<file path="config.mk">
export PLATFORM = sky130hd
export DESIGN_NAME = seq_scan_arbiter
export DESIGN_NICKNAME = d
export VERILOG_FILES = /design/src/rtl/seq_pkg.sv /design/src/rtl/seq_det_core.sv /design/src/rtl/seq_scan_arbiter.sv
export SDC_FILE = /design/constraint.sdc
export NUM_CORES = 1
export LEC_CHECK = 0
export ABC_AREA = 1
export CORE_UTILIZATION = 46
export DETAILED_ROUTE_END_ITERATION = 12
export GPL_TIMING_DRIVEN = 0
export PLACE_DENSITY = 0.76
export SLEW_MARGIN = 30
export SYNTH_ARGS = -nofsm -noshare
export SYNTH_HDL_FRONTEND = slang
export SYNTH_HIERARCHICAL = 1
export SYNTH_SLANG_ARGS = --single-unit
</file>
<file path="constraint.sdc">
create_clock -name clk -period 1.7 [get_ports clk]
set_clock_uncertainty 0.1 [all_clocks]
set_input_delay 0.34 -clock clk [delete_from_list [all_inputs] [get_ports clk]]
set_output_delay 0.34 -clock clk [all_outputs]
set_load 0.05 [all_outputs]
</file>
<file path="src/rtl/seq_pkg.sv">
// ============================================================================
// Module  : seq_pkg
// Brief   : Shared encodings and defaults for the sequence-scan arbiter.
// Revision: 1.0 - initial release
// ============================================================================
`default_nettype none

package seq_pkg;

    localparam int SEQ_W = 8;
    localparam int SEQ_N = 4;

    typedef enum logic [3:0] {
        ST_IDLE  = 4'b0001,
        ST_SHIFT = 4'b0010,
        ST_DRAIN = 4'b0100,
        ST_DONE  = 4'b1000
    } arb_state_t;

    // Each state names the longest prefix of 10010 matched so far.
    typedef enum logic [2:0] {
        DET_IDLE = 3'd0,
        DET_1    = 3'd1,
        DET_10   = 3'd2,
        DET_100  = 3'd3,
        DET_1001 = 3'd4,
        DET_HIT  = 3'd5
    } det_state_t;

    // First requester found searching upward from last_id+1, wrapping mod 4.
    function automatic logic [1:0] rr_pick(input logic [3:0] req, input logic [1:0] last_id);
        logic [1:0] idx;
        logic [1:0] pick;
        logic       found;
        pick  = last_id;
        found = 1'b0;
        for (int k = 1; k <= 4; k++) begin
            idx = last_id + 2'(k);
            if (!found && req[idx]) begin
                pick  = idx;
                found = 1'b1;
            end
        end
        return pick;
    endfunction

endpackage

`default_nettype wire

</file>
<file path="src/rtl/seq_det_core.sv">
// ============================================================================
// Module  : seq_det_core
// Brief   : Moore detector for 10010 (overlapping) with a registered hit flag.
// Revision: 1.0 - initial release
// ============================================================================
`default_nettype none

module seq_det_core
    import seq_pkg::*;
(
    input  logic clk,
    input  logic reset,
    input  logic clr,
    input  logic seq,
    output logic flag
);

    det_state_t state_q, state_d;
    logic       flag_q, flag_d;

    always_comb begin
        state_d = state_q;
        case (state_q)
            DET_IDLE: state_d = seq ? DET_1    : DET_IDLE;
            DET_1:    state_d = seq ? DET_1    : DET_10;
            // A hit leaves "10" as the live suffix, so HIT steps like DET_10.
            DET_10,
            DET_HIT:  state_d = seq ? DET_1    : DET_100;
            DET_100:  state_d = seq ? DET_1001 : DET_IDLE;
            DET_1001: state_d = seq ? DET_1    : DET_HIT;
            default:  state_d = DET_IDLE;
        endcase
        if (clr) begin
            state_d = DET_IDLE;
        end
        flag_d = (state_d == DET_HIT);
    end

    always_ff @(posedge clk or negedge reset) begin
        if (!reset) begin
            state_q <= DET_IDLE;
            flag_q  <= 1'b0;
        end else begin
            state_q <= state_d;
            flag_q  <= flag_d;
        end
    end

    assign flag = flag_q;

endmodule

`default_nettype wire

</file>
<file path="src/rtl/seq_scan_arbiter.sv">
// ============================================================================
// Module  : seq_scan_arbiter
// Brief   : Round-robin sharing of one serial 10010 detector among 4 requesters.
// Revision: 1.0 - initial release
// ============================================================================
`default_nettype none

module seq_scan_arbiter
    import seq_pkg::*;
#(
    parameter int W = SEQ_W,
    parameter int N = SEQ_N
) (
    input  logic                   clk,
    input  logic                   reset,
    input  logic [N-1:0]           req,
    input  logic [N*W-1:0]         data,
    output logic [N-1:0]           grant,
    output logic                   busy,
    output logic                   done,
    output logic [1:0]             done_id,
    output logic [$clog2(W+1)-1:0] match_cnt
);

    localparam int            CW       = $clog2(W + 1);
    localparam int            BW       = $clog2(W);
    localparam logic [BW-1:0] LAST_BIT = BW'(W - 1);

    function automatic logic [CW-1:0] sat_inc(input logic [CW-1:0] c, input logic f);
        if (f && (c != {CW{1'b1}})) begin
            return c + CW'(1);
        end
        return c;
    endfunction

    arb_state_t    state_q, state_d;
    logic [N-1:0]  grant_q, grant_d;
    logic          busy_q, busy_d;
    logic          done_q, done_d;
    logic [1:0]    done_id_q, done_id_d;
    logic [1:0]    owner_q, owner_d;
    logic [1:0]    last_id_q, last_id_d;
    logic [CW-1:0] match_cnt_q, match_cnt_d;
    logic [CW-1:0] count_q, count_d;
    logic [W-1:0]  shift_q, shift_d;
    logic [BW-1:0] bit_idx_q, bit_idx_d;
    logic [1:0]    win;
    logic          accept;
    logic          det_flag;

    assign accept = (state_q == ST_IDLE) && (|req);
    assign win    = rr_pick(req, last_id_q);

    // Clearing on the accept edge guarantees no pattern straddles two words.
    seq_det_core u_det (
        .clk   (clk),
        .reset (reset),
        .clr   (accept),
        .seq   (shift_q[W-1]),
        .flag  (det_flag)
    );

    always_comb begin
        state_d     = state_q;
        grant_d     = grant_q;
        busy_d      = busy_q;
        done_d      = 1'b0;
        done_id_d   = done_id_q;
        owner_d     = owner_q;
        last_id_d   = last_id_q;
        match_cnt_d = match_cnt_q;
        count_d     = count_q;
        shift_d     = shift_q;
        bit_idx_d   = bit_idx_q;
        case (state_q)
            ST_IDLE: begin
                if (accept) begin
                    owner_d      = win;
                    grant_d      = '0;
                    grant_d[win] = 1'b1;
                    shift_d      = data[int'(win)*W +: W];
                    count_d      = '0;
                    bit_idx_d    = '0;
                    busy_d       = 1'b1;
                    state_d      = ST_SHIFT;
                end
            end
            ST_SHIFT: begin
                // The flag seen here belongs to the bit consumed one edge earlier.
                count_d = sat_inc(count_q, det_flag);
                shift_d = shift_q << 1;
                if (bit_idx_q == LAST_BIT) begin
                    state_d = ST_DRAIN;
                end else begin
                    bit_idx_d = bit_idx_q + BW'(1);
                end
            end
            ST_DRAIN: begin
                match_cnt_d = sat_inc(count_q, det_flag);
                done_id_d   = owner_q;
                done_d      = 1'b1;
                state_d     = ST_DONE;
            end
            ST_DONE: begin
                grant_d   = '0;
                busy_d    = 1'b0;
                last_id_d = owner_q;
                state_d   = ST_IDLE;
            end
            default: begin
                grant_d = '0;
                busy_d  = 1'b0;
                state_d = ST_IDLE;
            end
        endcase
    end

    always_ff @(posedge clk or negedge reset) begin
        if (!reset) begin
            state_q     <= ST_IDLE;
            grant_q     <= '0;
            busy_q      <= 1'b0;
            done_q      <= 1'b0;
            done_id_q   <= '0;
            owner_q     <= '0;
            last_id_q   <= 2'd3;
            match_cnt_q <= '0;
            count_q     <= '0;
            shift_q     <= '0;
            bit_idx_q   <= '0;
        end else begin
            state_q     <= state_d;
            grant_q     <= grant_d;
            busy_q      <= busy_d;
            done_q      <= done_d;
            done_id_q   <= done_id_d;
            owner_q     <= owner_d;
            last_id_q   <= last_id_d;
            match_cnt_q <= match_cnt_d;
            count_q     <= count_d;
            shift_q     <= shift_d;
            bit_idx_q   <= bit_idx_d;
        end
    end

    assign grant     = grant_q;
    assign busy      = busy_q;
    assign done      = done_q;
    assign done_id   = done_id_q;
    assign match_cnt = match_cnt_q;

endmodule

`default_nettype wire
</file>
# --- Word-level counts from Yosys, hierarchy flattened ---
# Cells that the tools add are included.
word_totals:
  reg_bits: 39
  word_cells: 107
classes:
  add_sub_neg: 5
  order_cmp: 6
  eq_ne: 16
  shifts: 1
  muxes: 45
  bitwise_logic: 1
  reduce_logical: 20
ops:
  columns: ["operator", "n"]
  rows:
  - ["indexed part select 32 x 6 -> 8 bit", 1]
  - ["two-way mux 4 bit", 7]
  - ["one-hot mux 4 bit (2 select lines)", 2]
  - ["one-hot mux 8 bit (2 select lines)", 1]
  - ["less-than comparator 2 x 3 -> 1 bit (second input constant)", 5]
  - ["two-way mux 3 bit", 5]
  - ["one-hot mux 3 bit (5 select lines)", 1]
  - ["two-way mux 1 bit", 14]
  - ["== test 3 bit (second input constant)", 4]
  - ["two-way mux 2 bit", 6]
  - ["one-hot mux 4 bit (3 select lines)", 1]
  - ["binary-select mux 1 bit (select 2 bit)", 4]
  - ["two-way mux 8 bit", 1]
  - ["inequality test 2 bit (second input constant)", 4]
  - ["AND reduction 2 bit", 4]
  - ["== test 3 x 2 -> 1 bit (second input constant)", 2]
  - ["logical AND 1 bit", 6]
  - ["one-hot mux 3 bit (2 select lines)", 1]
  - ["AND reduction 3 bit", 2]
  - ["adder 2 bit (second input constant)", 2]
  - ["adder 4 x 1 -> 4 bit (second input constant)", 1]
  - ["== test 4 x 1 -> 1 bit (second input constant)", 1]
  - ["== test 4 x 2 -> 1 bit (second input constant)", 1]
  - ["== test 4 x 3 -> 1 bit (second input constant)", 1]
  - ["other kinds (14)", 17]

# --- Longest topological paths before layout ---
logic_depth:
  word_depth: 19
  depth_mapped: 16
  depth_no_buf: 15

# --- Cells and area by module ---
# Netlist, hierarchy kept.
by_module_without_submodules:
  columns: ["module", "instances", "cells_per_inst", "area_each_um2", "seq_area_each_um2"]
  rows:
  - ["seq_scan_arbiter", 1, 305, 2219.6, 879.6]
  - ["seq_det_core", 1, 21, 183.9, 100.1]

# --- Worst setup path before layout ---
# No wires, ideal clock.
synth_path:
  path_type: "reg-to-reg"
  from: "register last_id_q[0]"
  to: "register shift_q[2]"
  setup_ns: 0.116
  arrival_ns: 1.585
  setup_slack_ns: -0.102
  path_stages_with_launch: 17
  n_path_buf: 1
  period_less_slack_ns: 1.802
  path_cell_list: "dfstp_2 inv_2 nand2_1 nand2_1 nand2_1 nand2_4 nand2_4 nand2_4 nand2_4 nand2_4 buf_12 nand2_2 nand2_1 nand2_1 nand2_1 nand2_1 nand2_1"
synth_between:
  elab_chain_len: 16
synth_lines:
  columns: ["item", "line", "rtl"]
  rows:
  - ["from (decl)", "seq_scan_arbiter.sv:42", "logic [1:0] last_id_q, last_id_d;"]
  - ["from (signal assigned)", "seq_scan_arbiter.sv:138", "last_id_q <= last_id_d;"]
  - ["adder 2 x 1 -> 2 bit", "seq_pkg.sv:38", "idx = last_id + 2'(k);"]
  - ["binary-select mux 1 bit (select 2 bit)", "seq_pkg.sv:39", "if (!found && req[idx]) begin"]
  - ["two-way mux 1 bit (not written as such)", "seq_pkg.sv:39", null]
  - ["two-way mux 1 bit", "seq_pkg.sv:39", null]
  - ["logical NOT 1 bit", "seq_pkg.sv:39", null]
  - ["logical AND 1 bit", "seq_pkg.sv:39", null]
  - ["two-way mux 1 bit", "seq_pkg.sv:39", null]
  - ["logical NOT 1 bit", "seq_pkg.sv:39", null]
  - ["logical AND 1 bit", "seq_pkg.sv:39", null]
  - ["two-way mux 1 bit", "seq_pkg.sv:39", null]
  - ["logical NOT 1 bit", "seq_pkg.sv:39", null]
  - ["logical AND 1 bit", "seq_pkg.sv:39", null]
  - ["two-way mux 2 bit *", "seq_pkg.sv:39", null]
  - ["indexed part select 32 x 6 -> 8 bit *", "seq_scan_arbiter.sv:81", "shift_d = data[int'(win)*W +: W];"]
  - ["two-way mux 8 bit *", "seq_scan_arbiter.sv:77", "if (accept) begin"]
  - ["one-hot mux 8 bit (2 select lines) *", "seq_scan_arbiter.sv:75", "case (state_q)"]
  - ["to (signal assigned)", "seq_scan_arbiter.sv:141", "shift_q <= shift_d;"]
  - ["to (decl)", "seq_scan_arbiter.sv:45", "logic [W-1:0] shift_q, shift_d;"]
# Mark *: on every way between the ends. The rest lies on a longest branch, timed or not. The select of a mux whose other input is x is not followed.
# A chain may end at the register's enable or synchronous reset.

# --- Worst setup path after layout ---
# Ends and elaborated chain as after synthesis.

==> summary by stage <==
Clocking
In this run the deepest clock path goes through 2 buffers. The clock root buffer is clkbuf_8. The clock insertion delay at the later pin of the skew report is 0.30 ns.

The CTS tree is done. The total number of H-tree levels is 2. The CTS buffer count is 5. Counting every sink on the clock net gives 39.

The clock input transition at the sequential cells of the worst setup and hold paths is 0.08 ns.

Yosys
In this run the biggest area consumer among cell types represents 37.5% of the synthesized area. The count of unique library cells instantiated by Yosys is 28. Yosys attributes the largest share of cell area to dfrtp_1 37%, nand2_1 17%, nand3_1 9.6%. Of the total synthesized cell area, the portion taken by full adders, half adders and majority gates is 1.56%. The dominant combinational cell family by area after synthesis is simple AND/OR/NAND/NOR gates. The sequential-to-total area share from yosys stat is 40.8%.

The synthesized area divided by synthesized cell count is 7.37 µm². Of the total synthesized cell area, the portion taken by AND, OR, NAND and NOR gates is 38.3%. After technology mapping, the gate count stands at 326.

The number of enable flip-flop cells after synthesis is 0. The synthesized netlist devotes 8.33% of its cell area to compound gates. The synthesized-area fraction occupied by xor and xnor cells is 1.09%. The most used flip-flop cell after synthesis is dfrtp_1. The largest total area in the synthesized netlist belongs to dfrtp_1. The Yosys step of the flow raised 6 warnings.

The share of synthesized flip-flops with an asynchronous set or reset is 100%. Synthesis produced a netlist with a net count of 367. The netlist area before placement is 2400 µm². The synthesized flop and latch total is 39.

The multiplexer area fraction after synthesis is 0%.

Setup path
Counting both buffers and inverters, the worst setup path holds a total of 3. The worst setup path is launched from a flop. The largest single stage delay on the critical path is 0.60 ns.

The critical path is of the reg -> reg type. STA classifies the critical path endpoint as a flop. The worst register-to-register path has a depth of 13. The worst register-to-register path begins at last_id_q[0].

The critical path goes through inv_4, nand2_2, nand2_4, buf_4, a22oi_1, nand2_1, nand3_2, nand2_4, buf_4, nand2_1, nand2_1, nand2_1, nand2_1. The endpoint identified for the worst register-to-register timing path is shift_q[2]. The cell class contributing the biggest share of worst-path delay is simple AND/OR/NAND/NOR gates.

The slack of the worst reg-to-reg path is -0.43 ns. The cell at the slowest stage of the critical path is dfstp_2. The largest driver fanout on the critical path is 8. The worst path required time is 1.79 ns. By instance count, the cell type seen most on the critical path is nand2_1.

Data on the critical path arrives at its endpoint at 2.22 ns.

Floorplan
The core region is 4880 µm². The top-level port count is 50. The die outline area is 5520 µm².

The die extent in y is 74.3 µm. The number of cell rows is 25. The die span in x is 74.3 µm.

The starting density of the core is 49.3%.

Final layout
The growth of design area from synthesis to finish is 43.5%. In the final layout, the share of cells above drive strength 1 is 23.8%. The layout net count is 447.

The number of diodes is 0. The final standard cell count with taps included and fillers excluded is 474. The share of the core filled with cells is 70.7%.

STA
Setup repair after global routing could not meet its margin everywhere. The number of endpoints with negative hold slack in the final report is 0. The total count of max-transition violations in the final report was 0. Based on the critical path, the design can be clocked at up to 469 MHz. The final period utilization is 125%. Setup violations remaining at the end of the flow were counted as 14. The sum of negative setup slack is -4.92 ns.

The final worst setup slack is -0.431 ns. The worst pin sits at a relative slew slack of 65.7%. The routed design could run at a clock period as short as 2.13 ns. The actual slew at the worst max-slew pin is 0.516 ns.

Power
Summed over all cells, the static leakage comes to 1.81 nW. The design draws 0.00358 W. The ratio of total power to cell area is 1040 nW/µm². The worst-case IR drop observed on VDD is 0.577 mV.

Job
The max-cap violation count is 0.

Hold path
For hold timing, the worst endpoint is match_cnt[3]. The type of the most critical hold path is reg -> reg. Counting instances, the worst hold path has a depth of 2. The startpoint identified for the worst hold timing path is match_cnt[3].

Drt
For this block, the initial DRC count from the detailed router was 147. The average vias per placed instance is 5.05. The detailed router placed 2394 vias in this run. The number of nets with antenna violations after routing is 0. Dividing the detail-routed wire length by the instance count gives 13.0 µm.

The pre-antenna-repair detailed-routing pass consisted of 4 iterations. The aggregate routed wire length is 6160 µm. After detailed routing, the number of remaining DRC violations is 0.

Placement
The routability-driven placement congestion ratio is 0.874. Port buffering added 49 buffers. The number of placed instances, taps included is 443.

Detailed placement ended at an HPWL of 4030 µm. At the placement stage, the worst setup path has a slack of -0.475 ns.

GRT
The total overflow reported by the global router is 0. Entering global routing, the biggest net connects 21 pins. The total global-route track usage is 22.1%. The global-route wire length before repair is 9310 µm.

The via count of the first global-routing pass is 2139. The initial antenna violation count is 0.

Run status
The run finished, with violations left. The final reports fail on setup timing.
-- registers in the layout, indices dropped and copies added, names as in the netlist, 2 cells and up --
name / count
shift_q: 8
owner_q: 2
bit_idx_q: 3
count_q: 4
grant: 4
u_det/state_q: 3
match_cnt: 4
state_q: 4
last_id_q: 2
done_id: 2
-- power breakdown --
part	total (W)	internal (W)	switching, W
Combinational	0.00157	0.000593	0.000976
Sequential	0.00133	0.00119	0.000140
Clock	0.000684	0.000370	0.000314
-- layout by cell type (no fill, tap or decap), types with 10 or more instances in the layout --
cell type	netlist	routed
buf_4	1	21
nand3_2	3	10
o21ai_0	19	18
nand2_2	17	17
inv_1	36	35
nand3_1	46	38
dlygate4sd2_1	0	12
clkdlybuf4s50_1	0	35
nand2_1	106	94
dfrtp_1	36	36
nor2_1	14	14
nand2_4	6	18
-- area by class of cell --
| cell class | count | area, µm² |
|---|---|---|
| Sequential cell | 39 | 980 |
| Tap cell | 67 | 83.8 |
| Multi-Input combinational cell | 238 | 1330 |
| Buffer | 9 | 98.8 |
| Timing Repair Buffer | 73 | 693 |
| Clock buffer | 8 | 100 |
| Inverter | 40 | 163 |
| Fill cell | 398 | 1430 |
-- stage by stage --
step	hold slack, ns	area, µm²
2_1_floorplan	-0.0556	2420
3_3_place_gp	0.361	2990
3_5_place_dp	0.224	3010
4_1_cts	0.385	3210
5_1_grt	0.413	3450
6_report	0.380	3450
-- synth_stat cells (all sizes together), types with 2 or more instances --
master / number
buf: 6
dfstp: 3
o22ai: 6
o21ai: 24
ha: 3
nand2: 129
xor2: 2
nand3: 50
inv: 40
dfrtp: 36
nor2: 16
clkbuf: 3
a21oi: 3
-- worst max path at each step --
stage / from / to / cells past startpoint
finish: last_id_q[0] / shift_q[2] / 13
global route: last_id_q[0] / shift_q[4] / 13
CTS: last_id_q[1] / shift_q[0] / 12
detailed placement: req[1] / shift_q[7] / 15
global placement: reset / shift_q[4] / 1
floorplan: last_id_q[0] / shift_q[2] / 15
-- routing by layer --
metal / up-vias / global-route usage [%] / part of all wire [%] / routed length [µm]
met3: 11 / 5.56 / 3.6 / 221
met4: 0 / 5.87 / 1.6 / 96
met2: 54 / 38.3 / 50 / 3100
met1: 1129 / 27.4 / 45 / 2750
li1: 1200 / - / - / -
met5: - / 0 / 0 / 0
-- tightest hold or removal path, delay by kind of cell, from the launching register on --
kind | cells | cell delay [ns]
and+or+nand+nor | 1 | 0.05
AOI/OAI and AO/OA | 1 | 0.06
DFF | 1 | 0.34
-- kinds of logic after synthesis --
logic type | Yosys count
and+or+nand+nor | 196
buffers and inverters | 49
DFF | 39
AOI/OAI and AO/OA | 36
xor gates and xnor gates | 3
adders and majority gates | 3
-- timing repair --
item | in CTS | in global routing
setup buffers | 10 | 10
resized for setup | 20 | 37
setup endpoints to repair | 29 | 21
endpoints found under the hold margin | 16 | 0
pin swaps | 2 | 21
hold buffers | 1 | 0
gates cloned | 0 | 2
No activity file was read; power rests on OpenSTA's default activity.
